==> src/rtl/ls_access_ctrl.sv <==
// Local-store initiator: arbitrates core quadword load/store against a sequential
// instruction-fetch engine and buffers fetched instruction pairs in a 2-entry queue.
module ls_access_ctrl #(
    parameter int          RFWIDTH = 128,
    parameter int          WIDTH   = 32,
    parameter logic [31:0] LSLR    = 32'h00003FFF
) (
    input  logic               clk,
    input  logic               reset_n,
    input  logic               ls_req,
    input  logic               ls_we,
    input  logic [WIDTH-1:0]   ls_addr,
    input  logic [RFWIDTH-1:0] ls_wdata,
    output logic               ls_gnt,
    output logic               ld_valid,
    output logic [RFWIDTH-1:0] ld_data,
    input  logic               redirect,
    input  logic [WIDTH-1:0]   redirect_pc,
    output logic               ib_valid,
    input  logic               ib_ready,
    output logic [WIDTH-1:0]   ib_instr0,
    output logic [WIDTH-1:0]   ib_instr1,
    output logic [WIDTH-1:0]   ib_pc,
    output logic               fetchinstr,
    output logic               memread,
    output logic               memwrite,
    output logic [WIDTH-1:0]   adr,
    output logic [RFWIDTH-1:0] writedata,
    input  logic [WIDTH-1:0]   instr0,
    input  logic [WIDTH-1:0]   instr1,
    input  logic [RFWIDTH-1:0] memdata
);

    localparam logic [WIDTH-1:0] LS_MASK = WIDTH'(LSLR);
    localparam logic [WIDTH-1:0] QW_MASK = LS_MASK & ~WIDTH'(32'hF);
    localparam logic [WIDTH-1:0] DW_MASK = LS_MASK & ~WIDTH'(32'h7);

    logic [WIDTH-1:0] r_fetch_pc;
    logic [WIDTH-1:0] r_inflight_pc;
    logic             r_inflight;
    logic             r_squash;
    logic             r_ld_pend;
    logic [2:0]       r_starve;
    logic [1:0]       r_count;
    logic             r_head;
    logic [WIDTH-1:0] r_q_i0 [2];
    logic [WIDTH-1:0] r_q_i1 [2];
    logic [WIDTH-1:0] r_q_pc [2];

    logic             w_room;
    logic             w_override;
    logic             w_gnt;
    logic             w_fetch;
    logic             w_push;
    logic             w_pop;
    logic             w_ib_valid;
    logic             w_tail;
    logic [WIDTH-1:0] w_fetch_adr;

    // Room counts the in-flight fetch so the queue can never overflow.
    assign w_room      = ({1'b0, r_count} + {2'b00, r_inflight}) < 3'd2;
    assign w_override  = (r_starve == 3'd4);
    assign w_gnt       = reset_n & ls_req & ~w_override;
    assign w_fetch     = reset_n & ~redirect & ~w_gnt & w_room;
    assign w_ib_valid  = (r_count != 2'd0);
    assign w_push      = r_inflight & ~r_squash & ~redirect;
    assign w_pop       = w_ib_valid & ib_ready & ~redirect;
    assign w_tail      = r_head ^ r_count[0];
    assign w_fetch_adr = r_fetch_pc & DW_MASK;

    assign ls_gnt     = w_gnt;
    assign memwrite   = w_gnt & ls_we;
    assign memread    = w_gnt & ~ls_we;
    assign fetchinstr = w_fetch;
    assign adr        = w_gnt ? (ls_addr & QW_MASK) : (w_fetch ? w_fetch_adr : '0);
    assign writedata  = (w_gnt & ls_we) ? ls_wdata : '0;

    assign ld_valid  = r_ld_pend;
    assign ld_data   = r_ld_pend ? memdata : '0;

    assign ib_valid  = w_ib_valid;
    assign ib_instr0 = w_ib_valid ? r_q_i0[r_head] : '0;
    assign ib_instr1 = w_ib_valid ? r_q_i1[r_head] : '0;
    assign ib_pc     = w_ib_valid ? r_q_pc[r_head] : '0;

    always_ff @(posedge clk or negedge reset_n) begin
        if (!reset_n) begin
            r_fetch_pc    <= '0;
            r_inflight_pc <= '0;
            r_inflight    <= 1'b0;
            r_squash      <= 1'b0;
            r_ld_pend     <= 1'b0;
            r_starve      <= '0;
        end else begin
            r_inflight <= w_fetch;
            r_squash   <= redirect & r_inflight;
            r_ld_pend  <= w_gnt & ~ls_we;
            if (w_fetch)
                r_inflight_pc <= w_fetch_adr;
            if (redirect)
                r_fetch_pc <= redirect_pc & DW_MASK;
            else if (w_fetch)
                r_fetch_pc <= (r_fetch_pc + WIDTH'(8)) & DW_MASK;
            if (redirect || w_fetch)
                r_starve <= '0;
            else if (ls_req && w_room)
                r_starve <= r_starve + 3'd1;
        end
    end

    always_ff @(posedge clk or negedge reset_n) begin
        if (!reset_n) begin
            r_count <= '0;
            r_head  <= 1'b0;
        end else if (redirect) begin
            r_count <= '0;
            r_head  <= 1'b0;
        end else begin
            if (w_pop)
                r_head <= ~r_head;
            r_count <= r_count + {1'b0, w_push} - {1'b0, w_pop};
        end
    end

    always_ff @(posedge clk) begin
        if (w_push) begin
            r_q_i0[w_tail] <= instr0;
            r_q_i1[w_tail] <= instr1;
            r_q_pc[w_tail] <= r_inflight_pc;
        end
    end

endmodule
==> config.mk <==
export PLATFORM = sky130hd
export DESIGN_NAME = ls_access_ctrl
export DESIGN_NICKNAME = d
export VERILOG_FILES = /design/src/rtl/ls_access_ctrl.sv
export SDC_FILE = /design/constraint.sdc
export NUM_CORES = 1
export LEC_CHECK = 0
export ABC_AREA = 1
export CAP_MARGIN = 20
export CORE_AREA = 2 2 305 307
export CTS_CLUSTER_SIZE = 40
export DETAILED_ROUTE_END_ITERATION = 12
export DIE_AREA = 0 0 307 309
export GPL_ROUTABILITY_DRIVEN = 0
export PLACE_DENSITY = 0.38
export SYNTH_ARGS = -nofsm -noshare
export SYNTH_HDL_FRONTEND = slang
export SYNTH_SLANG_ARGS = --single-unit
==> constraint.sdc <==
create_clock -name clk -period 6 [get_ports clk]
set_clock_uncertainty 0.05 [all_clocks]
set_input_delay 0.6 -clock clk [delete_from_list [all_inputs] [get_ports clk]]
set_output_delay 0.6 -clock clk [all_outputs]
set_load 0.1 [all_outputs]
# Word level (Yosys, flattened, before mapping)
# Memories as Yosys holds them, arrays and structs flattened.
# Cells that the tools add are included.
# word_totals
register_bits	34
mem_bits_rw	150
inputBits	390
elab_cells	59
n_memories	3
# classes
addsub	5
order_cmp	1
n_eq_ne	1
muxes	16
bitwise	19
reduce_logical	6
# memory_table
memory	depth	width	rd	rd_clocked_by_memory_dff	write_ports	line	text
r_q_i0	2	32	1	0	1	46	logic [WIDTH-1:0] r_q_i0 [2];
r_q_i1	2	32	1	0	1	47	logic [WIDTH-1:0] r_q_i1 [2];
r_q_pc	2	11	1	0	1	48	logic [WIDTH-1:0] r_q_pc [2];
# op_table
cell	n
$mux 128	2
$mux 32	3
$mux 14	4
$add 14x4->14 const B	1
$and 1x1->1	12
$reduce_bool 2->1	4
$mux 3	2
$not 1->1	6
$mux 1	4
$add 2x1->3	1
$add 3x1->3 const B	1
$eq 3x3->1 const B	1
$lt 3x2->1 const B	1
$add 2x1->2	1
$mux 2	1
$sub 2x1->2	1
$logic_and 1x1->1	1
$logic_or 1x1->1	1
$xor 1x1->1	1

# Longest topological paths before layout
# depth
word_depth	8
depth_mapped	9
ltp_nobuf	9

# Worst setup path before layout
# OpenSTA, ideal clock, no wires.
# synth_timing
kind	input -> register
from	input redirect
to	memory r_q_i0[0][0], enable pin
setup_ns	0.510
arrival_time_ns	4.046
setup_slack_ns	1.395
cell_stages	4
path_buffers	1
path_cell_list	buf_6 -> nor2_1 -> nand2_1 -> nor2_1
# synth_between
elab_chain_cells	4
# synth_lines
item	line	text
start: declaration	17	input logic redirect,
$not 1->1	66	assign w_push = r_inflight & ~r_squash & ~redirect;
$and 1x1->1	66	
$mux 1	126	if (w_push) begin
$mux 1 (implied by the code)	127	r_q_i0[w_tail] <= instr0;
end: declaration	46	
# No other way between the ends.

# Worst setup path in the final report
# layout_timing
from	register r_head
to	output ib_pc[5]
# layout_between
elab_chain_cells	2
# layout_lines
item	line	text
start: declaration	45	logic r_head;
start signal: assignment	120	r_head <= ~r_head;
$mem_v2 2x11	n/a	
$mux 32	84	assign ib_pc = w_ib_valid ? r_q_pc[r_head] : '0;
end: declaration	23	output logic [WIDTH-1:0] ib_pc,
# No other way between the ends.

==> impl_results.md <==
* Outcome: complete, no violations
* Share of cells above drive strength 1 at between 10% and 20%
* Syn_area_per_cell at around 8.0 µm²
* Via count at about 10k
* PwrDens at about 240 mW/mm²
* Crit path kind: flip-flop to output pin
* CP Max Fanout at 35
* Synth-to-layout area growth at 85.42%
* Via-per-instance ratio at around 3.3
* Synth Cell Area at between 0.009 and 0.01 mm²
* DRT Pass-1 Iters at 5
* Fin. max-slew vios at 0
* Slowest-stage cell, CP: clkdlybuf4s50_1
* Reg area at 0.005285 mm²
* Nets at ~2.3k
* RSZ-0062 raised after global routing: no
* CTS Sinks at between 150 and 200
* Final setup fails at 0
* Clock-pin slew on the worst setup and hold paths at 0.07 ns
* Core Region at around 0.091 mm²
* Worst-Margin Slew at approximately 1.2 ns
* Site row count at approximately 110
* Met3 Use GR at around 5.0%
* Peak Freq at between 200 and 250 MHz
* I/O pin count at 780
* IO buf count at roughly 700
* GR Util All Layers at 12.80%
* Overall power at 4.260 mW
* Placed inst area at approximately 0.017 mm²
* Final Hold Vio Count at 0
* DIE WIDTH at slightly above 300 µm
* CP delay by family, top: buffers and inverters
* DR WL/cell at between 20 and 25 µm
* Total grt overflow at 0
* Drt total wl at about 64000 µm
* Design area at roughly 0.018 mm²
* Startpoint Class: flip-flop
* Crit end category: output pin
* Setup bufs post-CTS at 0
* # DRC at 0
* Cells after Synth at about 1.2k
* Critical-path cell list: inv_2 > buf_4 > nand2_1 > a21oi_1 > clkdlybuf4s50_1
* Post-CTS Hold Buffers at 0
* Clock buffer depth at 2
* Number of synthesized register bits at 181
* Global-route met1 utilization at between 15 and 20%
* Relative slew slack at between 20 and 25%
* Clk Latency, worst-skew pair at roughly 0.44 ns
* Initial core utilization at 10.67%
* Required time worst endpoint at 5.35 ns
* Netlist cell types at 27
* Layout filler cell count at slightly above 10k
* Die Area at 0.09486 mm²
* Static leakage at approximately 8.4 nW
* CTS tree: built
* Multi-input gate area at ~0.0029 mm²
* PostCTS Resize Cnt at 0
* Post-layout min period at ~4.3 ns
* Most frequent cells in the layout: clkdlybuf4s50_1 (539), nand2_1 (382), inv_1 (274)
* H-tree levels at 4
* Hold Crit Class: flip-flop to flip-flop
* HPWL Detailed at 54220 µm
* Yosys warns at 0
* Slowest cell delay on critical path at 1.22 ns
* Data arrival, critical path at ~3.7 ns
* Commonest non-fill, non-tap cell in the layout: clkdlybuf4s50_1
* Initial antenna violation count at 23
* First-pass GRT wire length at roughly 84000 µm
* DRT antenna net count at 0
* Root buffer cell: clkbuf_16
* Number of max-cap violations at 0
* Fin Setup TNS at 0 ns
* Layer with the highest usage: met2
* Seq/Total Area, Yosys at ~54%
* GR Util met2 at 18.70%
* Vias in the first global route at between 10k and 15k
* Peak supply drop at between 150 and 200 µV
* Detailed router's first-iteration violation count at about 700
* Crit path buffers/inverters at 3
* Die Ht at ~300 µm
* Final Cycle Share at 71.70%
* Largest net degree at the start of global routing at 121
* Num CTS Buffers at 17
==> sequential cells by signal, summed over array words and instances, names as in the netlist <==
register and flops:
r_squash 1, r_count 2, r_fetch_pc 11, r_q_i0 64, r_starve 3, r_inflight 1, r_inflight_pc 11, ld_valid 1
r_q_pc 22, r_head 1, r_q_i1 64
==> worst register-to-register path, stage by stage, from the launching register on <==
cell,delay (ns)
dfrtp_1,0.46
nor2_4,0.39
buf_4,0.56
inv_1,0.17
nand2_1,0.20
nor2_1,0.07
ha_1,0.27
inv_1,0.04
ha_1,0.18
xor2_1,0.15
nor2_1,0.05
==> synth_stat cells (all sizes together) <==
library cell / n / area, µm²
dfrtp: 31 / 775.7
nand2: 384 / 1446
conb: 1 / 3.750
o21ai: 4 / 20.02
nor2: 144 / 543.0
ha: 5 / 62.56
nor3: 1 / 5.000
nand3b: 1 / 7.510
nand3: 29 / 145.1
inv: 278 / 1044
buf: 93 / 679.4
a21boi: 1 / 7.510
a21oi: 79 / 399.1
xnor2: 4 / 35.03
edfxtp: 150 / 4504
clkbuf: 10 / 38.78
or2: 1 / 6.260
xor2: 1 / 8.760
o21bai: 2 / 15.01
==> worst paths after layout <==
| kind | from | end | slack (ns) | cells after the start |
|---|---|---|---|---|
| hold reg to reg | r_inflight_pc[4] | r_q_pc[0][1] | 0.42 | 0 |
| setup / recovery | r_head | ib_pc[5] | 1.70 | 5 |
| min in group asynchronous | reset_n | r_fetch_pc[4] | 0.53 | 2 |
| hold / removal | r_inflight_pc[4] | r_q_pc[0][1] | 0.42 | 0 |
| max in group asynchronous | reset_n | ld_valid | 5.00 | 2 |
| setup reg to reg | r_count[0] | r_count[1] | 3.29 | 10 |
==> logic make-up after synthesis <==
logic type	after synthesis	share of synthesized area (%)
flops	181	54.17
buf+inv	381	18.07
xor+xnor	5	0.4493
simple gates	560	22.09
fa+ha+maj	5	0.6418
other cells	1	0.03847
compound gates	86	4.531
==> final cells by class <==
cell class | instances | share of cell area, %
diodes | 5 | 0.06923
flip-flops and latches | 181 | 29.24
inverters | 278 | 5.774
repair buffers | 710 | 37.37
clock buffers | 22 | 2.749
multi-input cells | 698 | 15.97
well taps | 1186 | 8.211
clock inverters | 10 | 0.6093
==> metrics by stage <==
| step | hold slack [ns] | setup WS [ns] | instances | util [%] |
|---|---|---|---|---|
| floorplan | 0.2544 | 1.395 | 1260 | - |
| global placement | 0.4038 | 1.556 | 3050 | 19.02 |
| detailed placement | 0.4040 | 1.449 | 3052 | 19.07 |
| CTS | 0.4227 | 1.435 | 3084 | 19.73 |
| global route | 0.4452 | 1.482 | 3087 | 19.77 |
| finish | 0.4206 | 1.698 | 3090 | 19.78 |
==> layer usage <==
metal / up-vias / wire [µm]
met5: - / 107
met4: 18 / 684
met3: 59 / 5612
met2: 428 / 27710
met1: 4775 / 30250
li1: 4872 / -
==> power breakdown <==
part	internal, mW	switching, mW	total [mW]
logic	0.423	1.20	1.63
clock network	0.643	0.514	1.16
registers	1.43	0.0462	1.48
Power figures use the tool's default switching activity.
